==> src/rtl/rr_report_packer.sv <==
// Packs alg_core R-peak results into framed 9-byte packets on a byte stream.
// Results are buffered in a small FIFO so the UART never back-pressures the algorithm.
module rr_report_packer #(
   parameter int unsigned RR_W       = 16,
   parameter int unsigned SN_W       = 32,
   parameter int unsigned FIFO_DEPTH = 4
) (
   input  logic            clk,
   input  logic            nrst,
   input  logic            result_valid,
   input  logic [RR_W-1:0] rr_period,
   input  logic [SN_W-1:0] r_peak_sample_num,
   output logic [7:0]      tx_data,
   output logic            tx_valid,
   input  logic            tx_ready,
   output logic            busy,
   output logic [7:0]      drop_cnt
);

   localparam int unsigned AW       = (FIFO_DEPTH > 1) ? $clog2(FIFO_DEPTH) : 1;
   localparam int unsigned CW       = $clog2(FIFO_DEPTH + 1);
   localparam logic [7:0]  HDR      = 8'hA5;
   localparam logic [3:0]  LAST_IDX = 4'd8;

   typedef struct packed {
      logic [15:0] rr;
      logic [31:0] sn;
   } entry_t;

   typedef struct packed {
      logic [7:0]  seq;
      logic [15:0] rr;
      logic [31:0] sn;
   } frame_t;

   typedef enum logic {
      IDLE = 1'b0,
      SEND = 1'b1
   } state_t;

   state_t          state, state_next;
   logic [3:0]      idx, idx_next;
   logic [7:0]      tx_data_next;
   logic            tx_valid_next;
   logic            busy_next;
   logic [7:0]      seq;
   logic [7:0]      load_seq;
   frame_t          frame;
   logic            load;
   logic            seq_inc;

   entry_t          mem [FIFO_DEPTH];
   logic [AW-1:0]   wptr, rptr;
   logic [CW-1:0]   count, count_next;
   logic            fifo_empty, fifo_full;
   logic            wr, pop;
   entry_t          in_entry;

   // Checksum covers bytes 1..7; 8-bit adds wrap naturally to mod 256.
   function automatic logic [7:0] frame_sum(input frame_t f);
      return f.seq + f.rr[15:8] + f.rr[7:0] + f.sn[31:24] + f.sn[23:16]
             + f.sn[15:8] + f.sn[7:0];
   endfunction

   function automatic logic [7:0] frame_byte(input frame_t f, input logic [3:0] i);
      logic [7:0] b;
      b = 8'h00;
      case (i)
         4'd0:    b = HDR;
         4'd1:    b = f.seq;
         4'd2:    b = f.rr[15:8];
         4'd3:    b = f.rr[7:0];
         4'd4:    b = f.sn[31:24];
         4'd5:    b = f.sn[23:16];
         4'd6:    b = f.sn[15:8];
         4'd7:    b = f.sn[7:0];
         4'd8:    b = frame_sum(f);
         default: b = 8'h00;
      endcase
      return b;
   endfunction

   assign in_entry.rr = 16'(rr_period);
   assign in_entry.sn = 32'(r_peak_sample_num);

   assign fifo_empty = (count == '0);
   assign fifo_full  = (count == CW'(FIFO_DEPTH));
   // Fullness is judged before any same-cycle pop, so a pop never frees room for this write.
   assign wr         = result_valid && !fifo_full;
   assign pop        = load;
   assign count_next = count + CW'(wr) - CW'(pop);
   assign load_seq   = seq_inc ? (seq + 8'd1) : seq;

   // Next-state and registered-output values.
   always_comb begin
      state_next    = state;
      idx_next      = idx;
      tx_valid_next = tx_valid;
      tx_data_next  = tx_data;
      load          = 1'b0;
      seq_inc       = 1'b0;
      case (state)
         IDLE: begin
            tx_valid_next = 1'b0;
            tx_data_next  = 8'h00;
            if (!fifo_empty) begin
               load          = 1'b1;
               state_next    = SEND;
               idx_next      = 4'd0;
               tx_valid_next = 1'b1;
               tx_data_next  = HDR;
            end
         end
         SEND: begin
            if (tx_ready) begin
               if (idx == LAST_IDX) begin
                  seq_inc = 1'b1;
                  if (!fifo_empty) begin
                     load         = 1'b1;
                     idx_next     = 4'd0;
                     tx_data_next = HDR;
                  end else begin
                     state_next    = IDLE;
                     idx_next      = 4'd0;
                     tx_valid_next = 1'b0;
                     tx_data_next  = 8'h00;
                  end
               end else begin
                  idx_next     = idx + 4'd1;
                  tx_data_next = frame_byte(frame, idx + 4'd1);
               end
            end
         end
      endcase
      busy_next = (state_next == SEND) || (count_next != '0);
   end

   always_ff @(posedge clk or negedge nrst) begin
      if (!nrst) begin
         state <= IDLE;
      end else begin
         state <= state_next;
      end
   end

   // Frame register, sequence counter, stream outputs and FIFO bookkeeping.
   always_ff @(posedge clk or negedge nrst) begin
      if (!nrst) begin
         idx      <= 4'd0;
         tx_valid <= 1'b0;
         tx_data  <= 8'h00;
         busy     <= 1'b0;
         drop_cnt <= 8'h00;
         seq      <= 8'h00;
         frame    <= '0;
         count    <= '0;
         wptr     <= '0;
         rptr     <= '0;
      end else begin
         idx      <= idx_next;
         tx_valid <= tx_valid_next;
         tx_data  <= tx_data_next;
         busy     <= busy_next;
         count    <= count_next;
         if (seq_inc) begin
            seq <= seq + 8'd1;
         end
         if (load) begin
            frame <= '{seq: load_seq, rr: mem[rptr].rr, sn: mem[rptr].sn};
         end
         if (wr) begin
            wptr <= wptr + AW'(1);
         end
         if (pop) begin
            rptr <= rptr + AW'(1);
         end
         if (result_valid && fifo_full && (drop_cnt != 8'hFF)) begin
            drop_cnt <= drop_cnt + 8'd1;
         end
      end
   end

   // Storage is write-once per slot; no reset needed on the data array.
   always_ff @(posedge clk) begin
      if (wr) begin
         mem[wptr] <= in_entry;
      end
   end

endmodule
==> config.mk <==
export PLATFORM = sky130hd
export DESIGN_NAME = rr_report_packer
export DESIGN_NICKNAME = d
export VERILOG_FILES = /design/src/rtl/rr_report_packer.sv
export SDC_FILE = /design/constraint.sdc
export NUM_CORES = 1
export LEC_CHECK = 0
export ABC_AREA = 1
export BUFFER_PORTS_ARGS = -buffer_cell sky130_fd_sc_hd__buf_2
export CAP_MARGIN = 40
export CORE_ASPECT_RATIO = 0.5
export CORE_MARGIN = 4
export CORE_UTILIZATION = 35
export CTS_CLUSTER_DIAMETER = 200
export CTS_CLUSTER_SIZE = 14
export DETAILED_ROUTE_END_ITERATION = 10
export GPL_TIMING_DRIVEN = 0
export PLACE_DENSITY_LB_ADDON = 0.2
export SLEW_MARGIN = 20
export SYNTH_ARGS = -nofsm -noshare
export SYNTH_HDL_FRONTEND = slang
export SYNTH_SLANG_ARGS = --single-unit
==> constraint.sdc <==
create_clock -name clk -period 9.37 [get_ports clk]
set_input_delay 1.4055 -clock clk [delete_from_list [all_inputs] [get_ports clk]]
set_output_delay 1.4055 -clock clk [all_outputs]
set_load 0.02 [all_outputs]
## Word-level counts from Yosys, hierarchy flattened

Memories as Yosys holds them, arrays and structs flattened. A register that Yosys moved wholly into a read port is not among the register bits.
Cells that the tools add are included.

- ROM bits: 0
- Bits in writable memories: 192
- Memories kept: 1
- Output and inout bits: 18
- Word-level logic and storage cells: 78
- Register bits after elaboration: 46
- Input port bits: 52
- Bits in latches: 0

- Multipliers: 0
- Equal/unequal tests: 15
- Shifts and indexed selects: 0
- Div/mod/pow operators: 0
- Bitwise logic cells: 1
- Reduce and logical (&&, ||, !) cells: 11
- Magnitude comparators: 0
- Add/sub/neg operators: 13
- Multiplexer cells: 26

Memory list:

| memory | words | width | rd ports | clocked after Yosys merged registers in | write ports | line | RTL |
|---|---|---|---|---|---|---|---|
| mem | 4 | 48 | 1 | 1 | 1 | 52 | `entry_t mem [FIFO_DEPTH];` |

Operators with widths:

| cell | number |
|---|---|
| 8-bit one-hot mux with 9 select lines | 1 |
| 8-bit adder | 6 |
| 8-bit 2-to-1 mux | 4 |
| 8-bit by 1-bit adder with 8-bit output, second input constant | 2 |
| 4-bit by 3-bit == test with 1-bit output, second input constant | 4 |
| 8-bit one-hot mux with 2 select lines | 1 |
| 1-bit 2-to-1 mux | 13 |
| 4-bit 2-to-1 mux | 3 |
| 4-bit by 2-bit == test with 1-bit output, second input constant | 2 |
| 4-bit == test, second input constant | 2 |
| 8-bit != test, second input constant | 1 |
| 4-bit one-hot mux with 2 select lines | 1 |
| 1-bit one-hot mux with 2 select lines | 3 |
| 2-bit by 1-bit adder with 2-bit output, second input constant | 2 |
| 4-bit by 1-bit adder with 4-bit output, second input constant | 1 |
| 4-bit by 1-bit == test with 1-bit output, second input constant | 1 |
| 4-bit zero test | 1 |
| 2-bit by 1-bit != test with 1-bit output, second input constant | 2 |
| 2-bit != test, second input constant | 2 |
| 3-bit by 1-bit adder with 3-bit output | 1 |
| 3-bit == test, second input constant | 1 |
| 1-bit logical AND | 3 |
| 3-bit zero test | 1 |
| 3-bit AND reduction | 1 |
| other kinds (6) | 7 |

## Logic depth before layout (Yosys ltp)

- Depth in word-level cells: 10
- Depth in mapped cells: 20

## Worst setup path before layout

OpenSTA, ideal clock, no wires.

- Kind: input to register
- Start: in result_valid
- End: mem mem[0][0] (netlist bit) (enable)
- Slack: 5.315 ns
- Arrival: 3.601 ns
- Buffers on the path: 0
- Setup time: 0.454 ns
- Cell stages on the path: 2
- Cells stage by stage: nand2_1 > nor2_1

- Longest elaborated chain between the ends: 3

Ends and longest elaborated chain:

| item | line | RTL |
|---|---|---|
| start, declared | 10 | `input logic result_valid,` |
| 1-bit logical AND | 89 | `assign wr = result_valid && !fifo_full;` |
| 1-bit 2-to-1 mux | 185 | `if (wr) begin` |
| 1-bit 2-to-1 mux (not written as such) | 186 | `mem[wptr] <= in_entry;` |
| end, declared | 52 |  |

Every way passes these cells.

## Worst setup path in the final report

- Start: reg, netlist name frame[17]
- End: reg tx_data[3]

- Longest elaborated chain between the ends: 7

Ends and longest elaborated chain:

| item | line | RTL |
|---|---|---|
| 8-bit adder | 61 | `return f.seq + f.rr[15:8] + f.rr[7:0] + f.sn[31:24] + f.sn[23:16]` |
| 8-bit adder (2 in a row) | 62 | `+ f.sn[15:8] + f.sn[7:0];` |
| 8-bit one-hot mux with 9 select lines | 68 | `case (i)` |
| 8-bit 2-to-1 mux | 116 | `if (idx == LAST_IDX) begin` |
| 8-bit 2-to-1 mux | 115 | `if (tx_ready) begin` |
| 8-bit one-hot mux with 2 select lines | 102 | `case (state)` |
| end signal, assigned | 162 | `tx_data <= tx_data_next;` |
| end, declared | 13 | `output logic [7:0] tx_data,` |

Every way passes these cells. The select of a mux whose other input is x is not followed.
A chain may end at the register's enable or synchronous reset.

==> flow_metrics.py <==
metrics = {
    "logic_synthesis": {
        "synth_area_um2": 12670,
        "share_of_the_yosys_chip_area_belonging_to_registers_pct": 64.05,
        "postSynthNetCount": 1238,
        "synth_seq_cells": 286,
        "post_synth_num_cell_types": 33,
        "total_number_of_yosys_warnings": 0,
        "syn_avg_cell_area_um2": 11.20,
        "post_synth_inst_count": 1132,
    },
    "route": {
        "routed_wire_length_per_instance_um": 19.27,
        "drt_iter0_drc": 719,
        "dr.pass1.iters": 5,
        "drcViolationCount": 0,
        "drt-total-wl_mm": 33.31,
        "detailroute.via_count": 8558,
        "antenna_violating_nets_post_route": 0,
        "drt-vias-per-instance": 4.950,
    },
    "cts": {
        "numClockSinks": 286,
        "cts_setup_buffers": 0,
        "clk_path_buf_depth": 3,
        "clock_tree.root_cell": "clkbuf_16",
        "cts.reportedPaths.clkPinSlew_ns": 0.07,
        "clock_insertion_delay_worst_skew_ns": 0.54,
        "cts_buffers": 24,
        "tritoncts": "yes",
        "h-tree-depth": 1,
        "cts.hold.buffers_added": 0,
        "cts-resized-gates": 0,
    },
    "floorplanning": {
        "die_w_um": 277.1,
        "floorplan.io_pins": 70,
        "initial_core_util_pct": 36.14,
        "design.die.area_um2": 39510,
        "placementRows": 48,
        "die-height_um": 142.6,
        "core_area_um2": 35070,
    },
    "layout": {
        "drive_above_1_share_pct": 11.08,
        "final_common_cell": "edfxtp_1",
        "finalNonFillerCells": 1729,
        "area.growth.synth_to_final_pct": 15.24,
        "final_cell_mix": "edfxtp_1, nand2_1, o21ai_0",
        "layout.nets": 1343,
        "filler_cell_count": 3358,
        "number_of_antenna_repair_diodes": 0,
        "design_area_um2": 14610,
    },
    "setup_path": {
        "end_kind": "register",
        "setup.worst_path.start_class": "register",
        "worstSetupStartpoint": "frame[17]",
        "critical_path_class": "reg -> reg",
        "critPathRequiredTime_ns": 9.81,
        "ff2ff_path_depth": 15,
        "worst-endpoint-arrival_ns": 4.65,
        "critPathMaxFanout": 4,
        "critical_path.reg2reg.startpoint": "frame[17]",
    },
    "grt": {
        "antenna_found_initial": 2,
        "first_global_vias": 8601,
        "grt_max_degree": 52,
        "wire_length_of_the_first_global_routing_pass_mm": 51.32,
        "total_gr_overflow": 0,
        "grt_util_all_layers_pct": 16.75,
    },
    "placement": {
        "port_buffers": 69,
        "final_hpwl_dp_mm": 24.02,
        "dp_slack_ns": 5.191,
        "globalplace.congestion": 0.9221,
        "placed_area_um2": 13900,
        "dpl.cell_count": 1686,
    },
    "timing": {
        "rsz0062_at_grt": "false",
        "timing.final.hold_violations": 0,
        "final_critical_path_setup_slack_ns": 5.157,
        "period_needed_ns": 4.213,
        "max_freq_ghz": 0.2374,
        "finalSetupViolCount": 0,
        "fin_setup_tns_ns": 0,
        "final_max_slew_viol_count": 0,
        "skew_ns": 0.01445,
        "slew_headroom_pct": 49.41,
        "fin_crit_sh_pct": 44.96,
        "worst-slew-pin-transition_ns": 0.7588,
    },
    "hold_path": {
        "timing.hold.worst_path_depth": 2,
        "worst_hold_startpoint": "tx_data[1]",
        "hold_class": "reg -> reg",
    },
    "job": {
        "max-cap-violations": 0,
    },
    "status": {
        "status": "finished clean",
    },
}
## final cells by class
| cell class | count | area [µm²] | share of cell area (%) |
|---|---|---|---|
| clock buffer | 41 | 664.4 | 4.549 |
| multi-input combinational | 674 | 3928 | 26.89 |
| clock inverter | 2 | 38.79 | 0.2655 |
| sequential | 286 | 8118 | 55.58 |
| tap | 475 | 594.3 | 4.069 |
| buffer | 45 | 182.7 | 1.251 |
| timing repair buffer | 79 | 604.3 | 4.137 |
| inverter | 127 | 476.7 | 3.264 |
## metrics by stage
| stage | util, % | hold WS [ns] |
|---|---|---|
| CTS | 41.65 | 0.4876 |
| global placement | 38.82 | 0.4638 |
| global route | 41.65 | 0.5057 |
| detailed placement | 39.64 | 0.4682 |
| finish | 41.65 | 0.4798 |
| floorplan | - | 0.4439 |
## flip-flops by register name, summed over array words and instances, names as in the netlist
signal    flops
mem         192
frame        56
drop_cnt      8
seq           8
tx_data       8
idx           4
count         3
rptr          2
wptr          2
busy          1
state         1
tx_valid      1
## worst paths after layout
| check | endpoint | slack, ns |
|---|---|---|
| min reg2reg | tx_data[1] | 0.48 |
| max reg2reg | tx_data[3] | 5.16 |
| min | tx_data[1] | 0.48 |
| max in group asynchronous | drop_cnt[7] | 7.98 |
| min in group asynchronous | frame[33] | 0.77 |
| max | tx_data[3] | 5.16 |
## cells by family (layout without fill, tap and decap cells)
logic type                 count (synthesis)  in the layout  synth area share (%)
AOI/OAI and AO/OA                        235            235                 9.990
and+or+nand+nor                          360            360                 11.59
buffers and inverters                    172            294                 5.202
xor gates and xnor gates                  23             23                 1.708
DFF                                      286            286                 64.05
adders and majority gates                 54             54                 7.285
muxes                                      2              2                0.1777
## cells in the mapped netlist
library cell | instances | area [µm²]
edfxtp_1 | 192 | 5766
nand2_1 | 153 | 574.3
o21ai_0 | 152 | 760.7
nor2_1 | 149 | 559.3
inv_1 | 121 | 454.2
dfrtp_1 | 94 | 2352
o22ai_1 | 61 | 381.6
nand3_1 | 36 | 180.2
clkbuf_1 | 34 | 127.6
fa_1 | 33 | 660.6
ha_1 | 21 | 262.8
xor2_1 | 14 | 122.6
buf_2 | 11 | 55.05
o21ai_1 | 8 | 40.04
nand4_1 | 7 | 43.79
xnor2_1 | 7 | 61.31
a21oi_1 | 6 | 30.03
a31oi_1 | 6 | 37.54
inv_2 | 6 | 22.52
nor2_2 | 3 | 18.77
mux2_2 | 2 | 22.52
nor2_4 | 2 | 22.52
nor3_1 | 2 | 10.01
or2_2 | 2 | 12.51
xor2_2 | 2 | 32.53
a21boi_0 | 1 | 7.510
nand3_2 | 1 | 10.01
nand3b_1 | 1 | 7.510
nor3_2 | 1 | 10.01
o41ai_1 | 1 | 8.760
or2_1 | 1 | 6.260
or3_1 | 1 | 6.260
or4_1 | 1 | 7.510
## critical path, cell delays in order, from the launching register on
cell and delay [ns]:
dfrtp_1 0.36, inv_1 0.19, fa_1 0.49, fa_1 0.53, fa_1 0.54, inv_1 0.04
ha_1 0.27, ha_1 0.23, fa_1 0.44, or2_2 0.30, nand3_1 0.14, o21ai_1 0.09
nor2_1 0.18, nand2_1 0.15, nand2_1 0.10, nand2_1 0.05
## per-layer routing
metal / GRT usage [%] / wire length [µm]
met1: 24.72 / 15870
met2: 25.50 / 14640
met3: 3.885 / 2202
met4: 3.481 / 580
met5: 0 / 20
Power is left out: the tool's default activity adds up to more than one toggle a clock period on the data nets, which glitch-free logic cannot reach.
